===== src/rtl/pin_input_filter_pkg.sv =====
// Shared constants for the pad input filter: pin count and debounce counter width.
package pin_input_filter_pkg;

    localparam int SONATA_PIN_NUM   = 87;
    localparam int PIN_FILTER_CNT_W = 8;

    typedef logic [SONATA_PIN_NUM-1:0] sonata_pin_vec_t;

endpackage


===== src/rtl/pin_input_filter_bit.sv =====
// One pad: 2-flop synchroniser, debounce counter, stable level, edge pulses and a sticky change flag.
module pin_filter_bit
    import pin_input_filter_pkg::*;
#(
    parameter int   FilterW    = PIN_FILTER_CNT_W,
    parameter logic ResetValue = 1'b0
) (
    input  logic               clk_i,
    input  logic               rst_ni,
    input  logic               pin_i,
    input  logic               filter_en_i,
    input  logic [FilterW-1:0] filter_cycles_i,
    input  logic               evt_clr_i,
    output logic               pin_o,
    output logic               rise_o,
    output logic               fall_o,
    output logic               evt_o
);

    logic               sync1_r;
    logic               sync2_r;
    logic               q_r;
    logic [FilterW-1:0] cnt_r;
    logic               rise_r;
    logic               fall_r;
    logic               evt_r;

    logic [FilterW-1:0] thresh_m1_s;
    logic               q_next_s;
    logic [FilterW-1:0] cnt_next_s;
    logic               rise_next_s;
    logic               fall_next_s;
    logic               evt_next_s;

    // Next-state for the debounce counter, stable level, pulses and sticky event.
    always_comb begin
        thresh_m1_s = {FilterW{1'b0}};
        q_next_s    = q_r;
        cnt_next_s  = {FilterW{1'b0}};
        rise_next_s = 1'b0;
        fall_next_s = 1'b0;
        evt_next_s  = evt_r;

        // A zero cycle count behaves like an unfiltered pin (one sample accepts).
        if (filter_en_i && (filter_cycles_i != {FilterW{1'b0}})) begin
            thresh_m1_s = filter_cycles_i - {{(FilterW-1){1'b0}}, 1'b1};
        end else begin
            thresh_m1_s = {FilterW{1'b0}};
        end

        // ">=" lets a threshold lowered mid-count accept on the very next cycle.
        if (sync2_r == q_r) begin
            cnt_next_s = {FilterW{1'b0}};
        end else if (cnt_r >= thresh_m1_s) begin
            q_next_s    = sync2_r;
            rise_next_s = sync2_r;
            fall_next_s = ~sync2_r;
        end else begin
            cnt_next_s = cnt_r + {{(FilterW-1){1'b0}}, 1'b1};
        end

        // Set beats clear so a change coinciding with a clear is never lost.
        if (rise_next_s || fall_next_s) begin
            evt_next_s = 1'b1;
        end else if (evt_clr_i) begin
            evt_next_s = 1'b0;
        end else begin
            evt_next_s = evt_r;
        end
    end

    // State registers, all returned to the reset level asynchronously.
    always_ff @(posedge clk_i or negedge rst_ni) begin
        if (!rst_ni) begin
            sync1_r <= ResetValue;
            sync2_r <= ResetValue;
            q_r     <= ResetValue;
            cnt_r   <= {FilterW{1'b0}};
            rise_r  <= 1'b0;
            fall_r  <= 1'b0;
            evt_r   <= 1'b0;
        end else begin
            sync1_r <= pin_i;
            sync2_r <= sync1_r;
            q_r     <= q_next_s;
            cnt_r   <= cnt_next_s;
            rise_r  <= rise_next_s;
            fall_r  <= fall_next_s;
            evt_r   <= evt_next_s;
        end
    end

    assign pin_o  = q_r;
    assign rise_o = rise_r;
    assign fall_o = fall_r;
    assign evt_o  = evt_r;

endmodule


===== src/rtl/pin_input_filter.sv =====
// Array of independent per-pad filters between the raw pads and the pin mux; no state lives here.
module pin_input_filter
    import pin_input_filter_pkg::*;
#(
    parameter int                  NumPins    = SONATA_PIN_NUM,
    parameter int                  FilterW    = PIN_FILTER_CNT_W,
    parameter logic [NumPins-1:0]  ResetValue = {NumPins{1'b0}}
) (
    input  logic               clk_i,
    input  logic               rst_ni,
    input  logic [NumPins-1:0] pins_i,
    input  logic [NumPins-1:0] filter_en_i,
    input  logic [FilterW-1:0] filter_cycles_i,
    input  logic [NumPins-1:0] evt_clr_i,
    output logic [NumPins-1:0] pins_o,
    output logic [NumPins-1:0] rise_o,
    output logic [NumPins-1:0] fall_o,
    output logic [NumPins-1:0] evt_o
);

    for (genvar k = 0; k < NumPins; k++) begin : g_pin
        pin_filter_bit #(
            .FilterW    (FilterW),
            .ResetValue (ResetValue[k])
        ) u_pin (
            .clk_i           (clk_i),
            .rst_ni          (rst_ni),
            .pin_i           (pins_i[k]),
            .filter_en_i     (filter_en_i[k]),
            .filter_cycles_i (filter_cycles_i),
            .evt_clr_i       (evt_clr_i[k]),
            .pin_o           (pins_o[k]),
            .rise_o          (rise_o[k]),
            .fall_o          (fall_o[k]),
            .evt_o           (evt_o[k])
        );
    end

endmodule


===== config.mk =====
export PLATFORM = sky130hd
export DESIGN_NAME = pin_input_filter
export DESIGN_NICKNAME = d
export VERILOG_FILES = /design/src/rtl/pin_input_filter_pkg.sv /design/src/rtl/pin_input_filter_bit.sv /design/src/rtl/pin_input_filter.sv
export SDC_FILE = /design/constraint.sdc
export NUM_CORES = 2
export LEC_CHECK = 0
export CAP_MARGIN = 20
export CORE_MARGIN = 2
export CORE_UTILIZATION = 47
export CTS_CLUSTER_DIAMETER = 100
export CTS_CLUSTER_SIZE = 12
export DETAILED_ROUTE_END_ITERATION = 16
export GPL_TIMING_DRIVEN = 0
export PLACE_DENSITY = 0.75
export SLEW_MARGIN = 20
export SYNTH_ARGS = -nofsm -noshare
export SYNTH_HDL_FRONTEND = slang
export SYNTH_HIERARCHICAL = 1
export SYNTH_SLANG_ARGS = --single-unit

===== constraint.sdc =====
create_clock -name clk_i -period 1.8 [get_ports clk_i]
set_input_delay 0.45 -clock clk_i [delete_from_list [all_inputs] [get_ports clk_i]]
set_output_delay 0.45 -clock clk_i [all_outputs]
set_load 0.05 [all_outputs]

==> flow_metrics.env <==
export IMPL_crit_path_end_kind="flip-flop"
export IMPL_dieArea_mm2=0.1817
export IMPL_synth_flop_cell="dfrtp_1"
export IMPL_synth_nets=9875
export IMPL_yosysSeqAreaShare=0.3638
export IMPL_ys_seq_elements=1218
export IMPL_grt_total_usage=0.2706
export IMPL_post_drt_via_cell_ratio=5.719
export IMPL_seq_area_mm2=0.03050
export IMPL_worst_pin_slew_ps=831.9
export IMPL_total_power_w=0.1077
export IMPL_cts_clk_slew_worst_paths_ps=70
export IMPL_fin_crit_sh=1.427
export IMPL_tritoncts="built"
export IMPL_power_density_mw_per_mm2=987.0
export IMPL_hp_class="in -> async"
export IMPL_drt_iter0_drc=4927
export IMPL_drc=0
export IMPL_cts_root_buf="clkbuf_16"
export IMPL_finClkSkew_ps=28.56
export IMPL_core_area_mm2=0.1767
export IMPL_synth_top_area_frac=0.3638
export IMPL_wl_per_cell_um=21.73
export IMPL_dpl_worst_slack_ps=-2456
export IMPL_relSlewSlack=0.4414
export IMPL_grt_pass1_wl_um=389600
export IMPL_grt_remaining_overflow=0
export IMPL_dp_hpwl_um=142400
export IMPL_grt_max_degree=152
export IMPL_layoutNonFillerInstCount=12260
export IMPL_worst_ir_drop_vdd_mv=0.8536
export IMPL_violations="negative hold slack, negative setup slack"
export IMPL_nNetsFinal=11110
export IMPL_synth_top_cell_by_area="dfrtp_1"
export IMPL_drive_gt1_frac=0.2198
export IMPL_p_leak_nw=50.04
export IMPL_postRouteWirelength_um=266400
export IMPL_syn_area_mm2=0.08379
export IMPL_initial_core_util=0.4742
export IMPL_area_delta_synth_final_pct=30.21
export IMPL_antenna_found_initial=20
export IMPL_fmax_ghz=0.3894
export IMPL_run_status="finished, violations left"
export IMPL_insertion_delay_ps=800
export IMPL_synth_most_common_cell="dfrtp_1"
export IMPL_synth_cells=8647
export IMPL_synth_edff_count=0
export IMPL_synth_common_cells="dfrtp_1, nand2_1, ha_1"
export IMPL_htreeDepth=3
export IMPL_required_ps=2510
export IMPL_via_count=70100
export IMPL_final_setup_worst_slack_ps=-767.9
export IMPL_maxCapViolations=0
export IMPL_critPathMaxFanout=8
export IMPL_hold_violations=218
export IMPL_grt_pass1_vias=70370
export IMPL_finish_utilization=0.6175
export IMPL_async_flop_share=1.000
export IMPL_cts_max_path_buffers=3
export IMPL_crit_arrival_ps=3280
export IMPL_synth_area_leaders="dfrtp_1, ha_1, xor2_1, nor3_2, nand2_1"
export IMPL_place_congestion=0.8425
export IMPL_synth_cell_types=36
export IMPL_yosysWarnings=6
export IMPL_clock_sinks=1218
export IMPL_std_cell_rows=154
export IMPL_firstDrtPassIters=6
export IMPL_cts_buffers_inserted=114
export IMPL_setup_viol=1390
export IMPL_ios=619
export IMPL_cp_start_kind="input pin"
export IMPL_min_period_ps=2568
export IMPL_whs_ps=-150.1
export IMPL_antenna_left=0
export IMPL_path_class="in -> reg"
export IMPL_multi_input_area_mm2=0.05640
export IMPL_nFillCells=13390
export IMPL_ctsHoldBuffers=4
export IMPL_die_w_um=426.2
export IMPL_io_buffers=618
export IMPL_die_y_um=426.2
export IMPL_place_inst=11640
export IMPL_drv_slew=0
export IMPL_rsz0062_at_grt="yes"
export IMPL_syn_area_per_cell_um2=9.690
sequential cells by signal (all words and copies together), names as in the netlist:
| signal | flops |
|---|---|
| g_pin.u_pin/rise_o | 87 |
| g_pin.u_pin/evt_o | 87 |
| g_pin.u_pin/fall_o | 87 |
| g_pin.u_pin/sync1_r | 87 |
| g_pin.u_pin/sync2_r | 87 |
| g_pin.u_pin/pin_o | 87 |
| g_pin.u_pin/cnt_r | 696 |
report_power, final:
part           internal, W  switching, W  total, W
Clock               0.0118        0.0109    0.0227
Combinational       0.0184        0.0294    0.0478
Sequential          0.0317       0.00553    0.0372
Total               0.0618        0.0458     0.108
area by class of cell:
type | count | share of cell area
Multi-Input combinational cell | 6820 | 0.5169
Sequential cell | 1218 | 0.2795
Timing Repair Buffer | 1115 | 0.1228
Clock buffer | 120 | 0.02702
Tap cell | 2340 | 0.02684
Inverter | 561 | 0.01990
Buffer | 48 | 0.004954
Clock inverter | 11 | 0.001491
Antenna cell | 23 | 0.0005275
worst max-delay path: stages:
cell,delay [ps]
buf_16,130
buf_16,180
buf_16,190
buf_16,170
buf_4,150
inv_2,50
ha_1,220
a31oi_4,290
nand2_1,100
ha_1,340
a21oi_1,260
a21oi_2,90
o21a_1,240
buf_6,160
nor3_2,200
per-stage QoR:
| stage | area, µm² | TNS [ps] |
|---|---|---|
| after CTS | 104000 | -531250 |
| after global routing | 109100 | -707970 |
| after floorplan | 85110 | -444950 |
| after global placement | 94220 | - |
| after detailed placement | 95300 | -2325840 |
| final | 109100 | -595730 |
routing by layer:
metal	global-route usage	vias to the layer above	part of all wire	wire (µm)
li1	-	32140	-	-
met1	0.3148	34460	0.36	97120
met5	0	-	0	0
met2	0.4671	2523	0.48	128700
met3	0.04373	975	0.071	18950
met4	0.1647	0	0.081	21560
what timing repair did:
| action | 4_1_cts | 5_1_grt |
|---|---|---|
| setup buffers | 188 | 159 |
| pin swaps | 200 | 283 |
| resized for setup | 937 | 658 |
| hold endpoints to repair | 156 | 186 |
| cloned | 78 | 37 |
| setup endpoints to repair | 1392 | 1701 |
path summary, 6_finish.rpt:
kind                       cells past startpoint  slack, ps                      end                startpoint
min                                            3       -150    g_pin[10].u_pin/evt_o                    rst_ni
max reg2reg                                    6       -360    g_pin[62].u_pin/pin_o  g_pin[62].u_pin/cnt_r[0]
min reg2reg                                    0        340  g_pin[81].u_pin/sync2_r   g_pin[81].u_pin/sync1_r
min in group clk_i                             1         80  g_pin[68].u_pin/sync1_r                pins_i[68]
max in group asynchronous                      5         80  g_pin[47].u_pin/sync2_r                    rst_ni
max                                           15       -770  g_pin[8].u_pin/cnt_r[3]        filter_cycles_i[0]
logic make-up after synthesis:
group / count (synthesis) / synth area share
AND/OR/NAND/NOR: 3583 / 0.2430
flip-flops: 1218 / 0.3638
XOR/XNOR: 1131 / 0.1182
AO/OA/AOI/OAI: 1110 / 0.09524
adder cells (fa/ha/maj): 957 / 0.1429
buffers and inverters: 609 / 0.03158
multiplexers: 39 / 0.005241
cells in the final DEF, fill, tap and decap left out, types with 103 or more instances in the layout:
master and n:
dfrtp_1 1203, nand2_1 955, ha_1 843, xor2_1 717, nor2_1 682, inv_1 530
xnor2_1 407, nand3_1 359, nor3_2 355, nand2b_1 348, dlygate4sd2_1 319, a21oi_1 304
clkdlybuf4s50_1 261, buf_4 248, clkbuf_16 135, buf_6 131, a21oi_2 103
No activity file was read; power rests on OpenSTA's default activity.
